[src/rtl/redux_pkg.sv]
// Shared types and constants for the redux_seq control sequencer.
package redux_pkg;

   // Sequencer states; one cycle each except MEM, which lasts MEM_LAT cycles.
   typedef enum logic [2:0] {
      S_FETCH  = 3'd0,
      S_DECODE = 3'd1,
      S_EXEC   = 3'd2,
      S_MEM    = 3'd3,
      S_WB     = 3'd4,
      S_HALT   = 3'd5
   } redux_seq_state_t;

   // Opcode that stops the core until resume is pulsed.
   localparam logic [3:0] HALT_OP_DEFAULT = 4'b1111;

endpackage

[src/rtl/redux_lat_cnt.sv]
// Memory-latency down counter: loaded on MEM entry, decremented each MEM
// cycle, flags zero so the sequencer knows the access has completed.
module redux_lat_cnt (
   input  logic       clk,
   input  logic       rst,
   input  logic       load,
   input  logic [3:0] load_val,
   input  logic       dec,
   output logic [3:0] count,
   output logic       zero
);

   // Load takes priority over decrement; the count never wraps below zero.
   always_ff @(posedge clk) begin
      if (rst) begin
         count <= 4'd0;
      end else if (load) begin
         count <= load_val;
      end else if (dec && (count != 4'd0)) begin
         count <= count - 4'd1;
      end
   end

   // Zero flag is decoded straight from the count register.
   always_comb begin
      zero = (count == 4'd0);
   end

endmodule

[src/rtl/redux_seq.sv]
// Multi-cycle control sequencer: FETCH -> DECODE -> EXEC -> [MEM] -> WB,
// with a HALT state left only by a resume pulse.
// Optional single-step gating of FETCH is built when REDUX_SEQ_STEP_EN is
// defined (adds step_mode/step inputs).
//
// Strobes are decoded from the current state and masked while rst is high,
// so no write can commit in the cycle a reset aborts an instruction.
module redux_seq
   import redux_pkg::*;
#(
   parameter int         MEM_LAT = 1,
   parameter logic [3:0] HALT_OP = HALT_OP_DEFAULT
) (
   input  logic        clk,
   input  logic        rst,
   input  logic [3:0]  opcode,
   input  logic        ctl_re,
   input  logic        ctl_we,
   input  logic        ctl_dmx,
   input  logic        resume,
`ifdef REDUX_SEQ_STEP_EN
   input  logic        step_mode,
   input  logic        step,
`endif
   output logic        ir_en,
   output logic        pc_en,
   output logic        rf_we,
   output logic        dm_we,
   output logic        halted,
   output logic [15:0] instr_cnt
);

   // Value loaded into the latency counter on MEM entry; it also marks the
   // first MEM cycle, since the count only ever moves down from here.
   localparam logic [3:0] MEM_LOAD = 4'(MEM_LAT - 1);

   redux_seq_state_t state;
   redux_seq_state_t next_state;

   logic       ir_raw;
   logic       pc_raw;
   logic       rf_raw;
   logic       dm_raw;
   logic       fetch_go;
   logic       mem_load;
   logic       mem_dec;
   logic       retire;
   logic [3:0] mem_count;
   logic       mem_zero;

   redux_lat_cnt u_lat_cnt (
      .clk      (clk),
      .rst      (rst),
      .load     (mem_load),
      .load_val (MEM_LOAD),
      .dec      (mem_dec),
      .count    (mem_count),
      .zero     (mem_zero)
   );

   // FETCH may be held off by single-step mode; otherwise it always proceeds.
   always_comb begin
`ifdef REDUX_SEQ_STEP_EN
      fetch_go = !step_mode || step;
`else
      fetch_go = 1'b1;
`endif
   end

   // State register; reset wins over every transition.
   always_ff @(posedge clk) begin
      if (rst) begin
         state <= S_FETCH;
      end else begin
         state <= next_state;
      end
   end

   // Next-state and strobe decode.
   always_comb begin
      next_state = state;
      ir_raw     = 1'b0;
      pc_raw     = 1'b0;
      rf_raw     = 1'b0;
      dm_raw     = 1'b0;
      halted     = 1'b0;
      mem_load   = 1'b0;
      mem_dec    = 1'b0;
      retire     = 1'b0;
      case (state)
         S_FETCH: begin
            if (fetch_go) begin
               ir_raw     = 1'b1;
               next_state = S_DECODE;
            end
         end
         S_DECODE: begin
            next_state = S_EXEC;
         end
         S_EXEC: begin
            if (opcode == HALT_OP) begin
               next_state = S_HALT;
            end else if (ctl_we || (ctl_re && !ctl_dmx)) begin
               next_state = S_MEM;
               mem_load   = 1'b1;
            end else begin
               next_state = S_WB;
            end
         end
         S_MEM: begin
            // A store writes memory once, on the first MEM cycle only.
            dm_raw = ctl_we && (mem_count == MEM_LOAD);
            if (mem_zero) begin
               next_state = S_WB;
            end else begin
               mem_dec = 1'b1;
            end
         end
         S_WB: begin
            pc_raw     = 1'b1;
            rf_raw     = ctl_re;
            retire     = 1'b1;
            next_state = S_FETCH;
         end
         S_HALT: begin
            halted = 1'b1;
            if (resume) begin
               pc_raw     = 1'b1;
               next_state = S_FETCH;
            end
         end
         default: begin
            next_state = S_FETCH;
         end
      endcase
   end

   // Strobes are suppressed while reset is asserted.
   always_comb begin
      ir_en = ir_raw && !rst;
      pc_en = pc_raw && !rst;
      rf_we = rf_raw && !rst;
      dm_we = dm_raw && !rst;
   end

   // Retired-instruction counter; wraps naturally at 16 bits.
   always_ff @(posedge clk) begin
      if (rst) begin
         instr_cnt <= 16'd0;
      end else if (retire) begin
         instr_cnt <= instr_cnt + 16'd1;
      end
   end

endmodule

[config.mk]
export PLATFORM = sky130hd
export DESIGN_NAME = redux_seq
export DESIGN_NICKNAME = d
export VERILOG_FILES = /design/src/rtl/redux_pkg.sv /design/src/rtl/redux_lat_cnt.sv /design/src/rtl/redux_seq.sv
export SDC_FILE = /design/constraint.sdc
export NUM_CORES = 1
export LEC_CHECK = 0
export CELL_PAD_IN_SITES_DETAIL_PLACEMENT = 1
export CELL_PAD_IN_SITES_GLOBAL_PLACEMENT = 2
export CORE_MARGIN = 2
export CORE_UTILIZATION = 24
export DETAILED_ROUTE_END_ITERATION = 12
export PLACE_DENSITY = 0.8
export SKIP_LAST_GASP = 1
export SLEW_MARGIN = 40
export SYNTH_ARGS = -nofsm -noshare
export SYNTH_HDL_FRONTEND = slang
export SYNTH_SLANG_ARGS = --single-unit
[constraint.sdc]
create_clock -name clk -period 1.9 [get_ports clk]
set_input_delay 0.19 -clock clk [delete_from_list [all_inputs] [get_ports clk]]
set_output_delay 0.19 -clock clk [all_outputs]
set_load 0.02 [all_outputs]
==> After elaboration in Yosys (flattened, before gate mapping) <==
Index checks and enable logic that the tools add are counted.
{ "totals": {"register_bits": 23, "latch_bits": 0, "ramBits": 0, "mem_bits_ro": 0, "in_bits": 10, "out_inout_bits": 21, "wordCells": 45, "n_memories": 0} }
{ "classes": {"addsub": 2, "n_mul": 0, "n_div": 0, "n_lt_le_gt_ge": 0, "n_eq_ne": 8, "n_shift": 0, "muxes": 17, "n_bitwise": 0, "reduce_logical": 15} }
{ "ops": {"columns": ["op", "n"], "rows": [
  ["16-bit by 1-bit adder with 16-bit output, second input constant", 1],
  ["3-bit case mux with 5 select lines", 1],
  ["3-bit two-way mux", 4],
  ["1-bit two-way mux", 11],
  ["1-bit logical AND", 7],
  ["3-bit by 2-bit equality test with 1-bit output, second input constant", 2],
  ["3-bit equality test, second input constant", 2],
  ["4-bit equality test, second input constant", 1],
  ["4-bit zero test", 1],
  ["2-bit inequality test, second input constant", 2],
  ["4-bit nonzero test", 1],
  ["4-bit by 1-bit subtractor with 4-bit output, second input constant", 1],
  ["3-bit by 1-bit equality test with 1-bit output, second input constant", 1],
  ["3-bit zero test", 1],
  ["1-bit zero test", 2],
  ["1-bit case mux with 2 select lines", 1],
  ["2-bit AND reduction", 1],
  ["2-bit OR reduction", 1],
  ["1-bit logical OR", 1]
]} }

==> Logic depth before layout (Yosys ltp) <==
{ "logic_depth": {"ltp_word": 7, "mapped_depth": 7, "depth_no_buf": 6} }

==> By module <==
A second synthesis with hierarchy kept.
{ "hier_totals": {"cells_unflattened": 146, "hier_area_um2": 1252.5} }
{ "modules_own_cells": {"columns": ["mod", "instances", "cells_each", "area_per_inst_um2"], "rows": [
  ["redux_seq", 1, 117, 989.7],
  ["redux_lat_cnt", 1, 29, 262.8]
]} }

==> Worst setup path after synthesis <==
Ideal clock, no wire load.
{ "synth_path": {"path_kind": "register to register", "startpoint": "register instr_cnt[0]", "endpoint": "register instr_cnt[14]", "setup_ns": 0.071, "t_arrival_ns": 1.785, "t_required_ns": 1.829, "slack_ns": 0.045, "path_stages_with_launch": 6, "path_cell_list": "dfxtp_1 -> ha_1 -> inv_1 -> or4_4 -> or3_1 -> a21oi_1"} }
{ "synth_via": {"elab_chain_len": 1} }
{ "synth_rtl": {"columns": ["element", "line_no", "source"], "rows": [
  ["start: declaration", "redux_seq.sv:30", "output logic [15:0] instr_cnt"],
  ["start signal: assignment", "redux_seq.sv:151", "instr_cnt <= instr_cnt + 16'd1;"],
  ["16-bit by 1-bit adder with 16-bit output", "redux_seq.sv:151", null]
]} }
No other way between the ends.
A chain may end at the register's enable or synchronous reset.

==> Final worst setup path <==
{ "layout_path": {"startpoint": "register u_lat_cnt.count[1]", "endpoint": "output dm_we"} }
{ "layout_via": {"elab_chain_len": 4} }
{ "layout_rtl": {"columns": ["element", "line_no", "source"], "rows": [
  ["start: declaration", "redux_lat_cnt.sv:9", "output logic [3:0] count,"],
  ["start signal: assignment", "redux_lat_cnt.sv:18", "count <= load_val;"],
  ["start signal: assignment", "redux_lat_cnt.sv:20", "count <= count - 4'd1;"],
  ["4-bit zero test", "redux_seq.sv:112", "dm_raw = ctl_we && (mem_count == MEM_LOAD);"],
  ["1-bit logical AND", "redux_seq.sv:112", null],
  ["1-bit two-way mux", "redux_seq.sv:90", "case (state)"],
  ["1-bit logical AND", "redux_seq.sv:143", "dm_we = dm_raw && !rst;"],
  ["end: declaration", "redux_seq.sv:28", "output logic dm_we,"]
]} }
No other way between the ends.

==> impl_results.md <==
- Status: finished clean
- Crit path launch type: flop
- Crit Path Class: reg -> out
- Syn Inst Count: about 140
- Maximum vdd drop: roughly 370 uV
- Fraction of synthesis flops using an asynchronous set or reset pin: 0%
- DR pass1 iterations: 3
- Period utilization: between 90% and 100%
- GP Congestion: between 0.7 and 0.8
- Mean Syn Cell Area: ~8.4 um2
- Root Buffer Master: clkbuf_8
- Worst EP required: around 1700 ps
- Yosys reg bits: 23
- Largest net degree at the start of global routing: 14
- Unrepaired setup endpoints after global routing: true
- DR vias/cell: between 4 and 5
- Synth cell count leaders: dfxtp_1 (23), nor2_1 (18), nand2_1 (9)
- Vias after detailed routing: between 1000 and 1500
- Crit Path Max Fanout: 2
- Sequential area share after synthesis: about two fifths
- Initial Utilization: 24.6%
- Area grow syn2layout: 46.2%
- Cell area after layout: 1690 um2
- Post-synth top flop: dfxtp_1
- Syn Std Cell Area: approximately 1200 um2
- Final nets: 194
- I/O pins: 31
- FP Rows: 25
- Worst-Margin Slew: between 400 and 500 ps
- First-pass GRT wire length: between 5000 and 6000 um
- Most frequent cell after synthesis: dfxtp_1
- Static Leakage: roughly 0.0006 uW
- Final Core Density: between 30% and 40%
- Fin. Hold Viols: 0
- FF+latch area: ~460 um2
- Hold buffer count at CTS: 0
- Type of the tightest min-delay check: reg -> reg
- Max-cap violations: 0
- CTS buffer count: 3
- Slew margin rel.: 69.0%
- Sink Count: 23
- Fillers: around 570
- Final Setup Violations: 0
- Core area: about 4700 um2
- Max-slew violation count: 0
- Post-synth top area share: around two fifths
- Share of layout cells above drive strength 1: between 10% and 20%
- Die width: 73.4 um
- Total gr overflow: 0
- Final HPWL DP: around 2600 um
- CTS tree: yes
- Max Root-Sink Buffers: 2
- Clock latency at the later pin of the worst-skew pair: 260 ps
- Routed WL: about 3300 um
- Port Buf Inserts: 30
- Placed cell areas: roughly 1600 um2
- GR Util All Layers: between 10% and 20%
- Synth unique cells: 36
- Wirelength per Cell: between 10 and 15 um
- Synth top area cells: dfxtp_1 (40%), nor2_1 (5.8%), xor2_1 (5.3%), xnor2_1 (4.5%), a21oi_1 (3.5%)
- WHS: between 500 and 600 ps
- Critical-path top delay cell: or3b_4
- F_max: approximately 540 MHz
- Die Footprint: ~5400 um2
- CP Capture Type: output pin
- Worst path arrival time: between 1500 and 2000 ps
- Initial antenna violation count: 0
- PD cells: 542 nW/um2
- Number of global-route vias before repair: approximately 1200
- Post-DRT Antenna Nets: 0
- Clock skew: about 4.6 ps
- Ant diodes: 0
- Yosys Warn Count: 0
- Die height: between 70 and 80 um
- Slowest stage delay, CP: around 400 ps
- Area leader, netlist: dfxtp_1
- Number of flops mapped to enable cells by yosys: 0
- Crit-path cells: inv_1, ha_1, or3b_4, nor4_4, and2_1, buf_4
- Fin crit period: about 1800 ps
- Area of the multi-input gates: between 600 and 700 um2
- Drc violations: 0
- H-tree Lvls: 1
- Post-synth net total: 150
- Initial DRC Count: 27
- TNS Setup: 0 ps
- Clock-pin slew on the worst setup and hold paths: roughly 80 ps
-- stage by stage --
step	total power (uW)	setup slack (ps)	instances
final	915	54.0	235
after global routing	965	-59.6	235
after CTS	929	-54.7	235
after detailed placement	616	-328	231
after global placement	612	-190	231
after floorplan	561	44.9	138
-- metal layers --
layer	vias up	part of all wire, %	GRT usage (%)
met5	-	0	0
met2	17	54	25.0
met1	537	41	13.5
met3	8	3.5	3.57
met4	0	1.7	3.64
li1	568	-	-
-- power breakdown --
| group | total, uW | switching, uW | leakage [uW] | internal, uW |
|---|---|---|---|---|
| logic | 109 | 50.3 | 0.000398 | 59.1 |
| clock network | 305 | 158 | 0.0000255 | 146 |
| registers | 501 | 12.6 | 0.000187 | 489 |
| total | 915 | 221 | 0.000611 | 694 |
-- final cells by class --
type                       instances  share of cell area [%]
clock inverter                     1                   0.296
tap                               54                    4.00
clock buffer                       3                    2.44
timing repair buffer              45                    24.3
sequential                        23                    27.5
inverter                           6                    1.33
multi-input combinational        103                    40.2
-- flip-flops by register name, indices dropped and copies added (netlist names) --
| signal | flops |
|---|---|
| instr_cnt | 16 |
| state | 3 |
| u_lat_cnt.count | 4 |
-- cells by family after synthesis --
logic type      share of synthesized area (%)
fa+ha+maj                                2.16
compound gates                           9.74
xor+xnor                                 9.85
buf+inv                                  4.76
flops                                    39.8
mux                                     0.866
simple gates                             32.8
-- critical path: cells and delay by family, from the launching register on --
family	cells	cell delay, ps
simple gates	3	730
fa+ha+maj	1	150
buf+inv	2	190
flops	1	320
-- repair_timing --
item,4_1_cts,5_1_grt
buffers inserted,0,0
setup endpoints to repair,3,4
resized for setup,9,7
pin swaps,1,1
cloned,0,0
-- cells in the final DEF (no fill, tap or decap), drive strengths merged, types with 3 or more instances in the layout --
| master | netlist | routed |
|---|---|---|
| a21oi | 8 | 8 |
| and3b | 3 | 3 |
| buf | 3 | 16 |
| clkbuf | 3 | 3 |
| clkdlybuf4s50 | 0 | 26 |
| dfxtp | 23 | 23 |
| inv | 6 | 6 |
| nand2 | 9 | 9 |
| nand3 | 7 | 7 |
| nor2 | 18 | 18 |
| nor2b | 3 | 3 |
| nor3 | 5 | 5 |
| nor4 | 4 | 4 |
| o21ai | 6 | 6 |
| or3 | 4 | 4 |
| or4 | 3 | 3 |
| xnor2 | 6 | 6 |
| xor2 | 7 | 7 |
-- path summary, 6_finish.rpt --
path / startpoint / to / slack (ps) / depth (start not counted)
max reg2reg: state[1] / instr_cnt[14] / 110 / 4
min: instr_cnt[14] / instr_cnt[14] / 510 / 2
max: u_lat_cnt.count[1] / dm_we / 50 / 6
min reg2reg: instr_cnt[14] / instr_cnt[14] / 510 / 2
No activity file was read; power rests on OpenSTA's default activity.
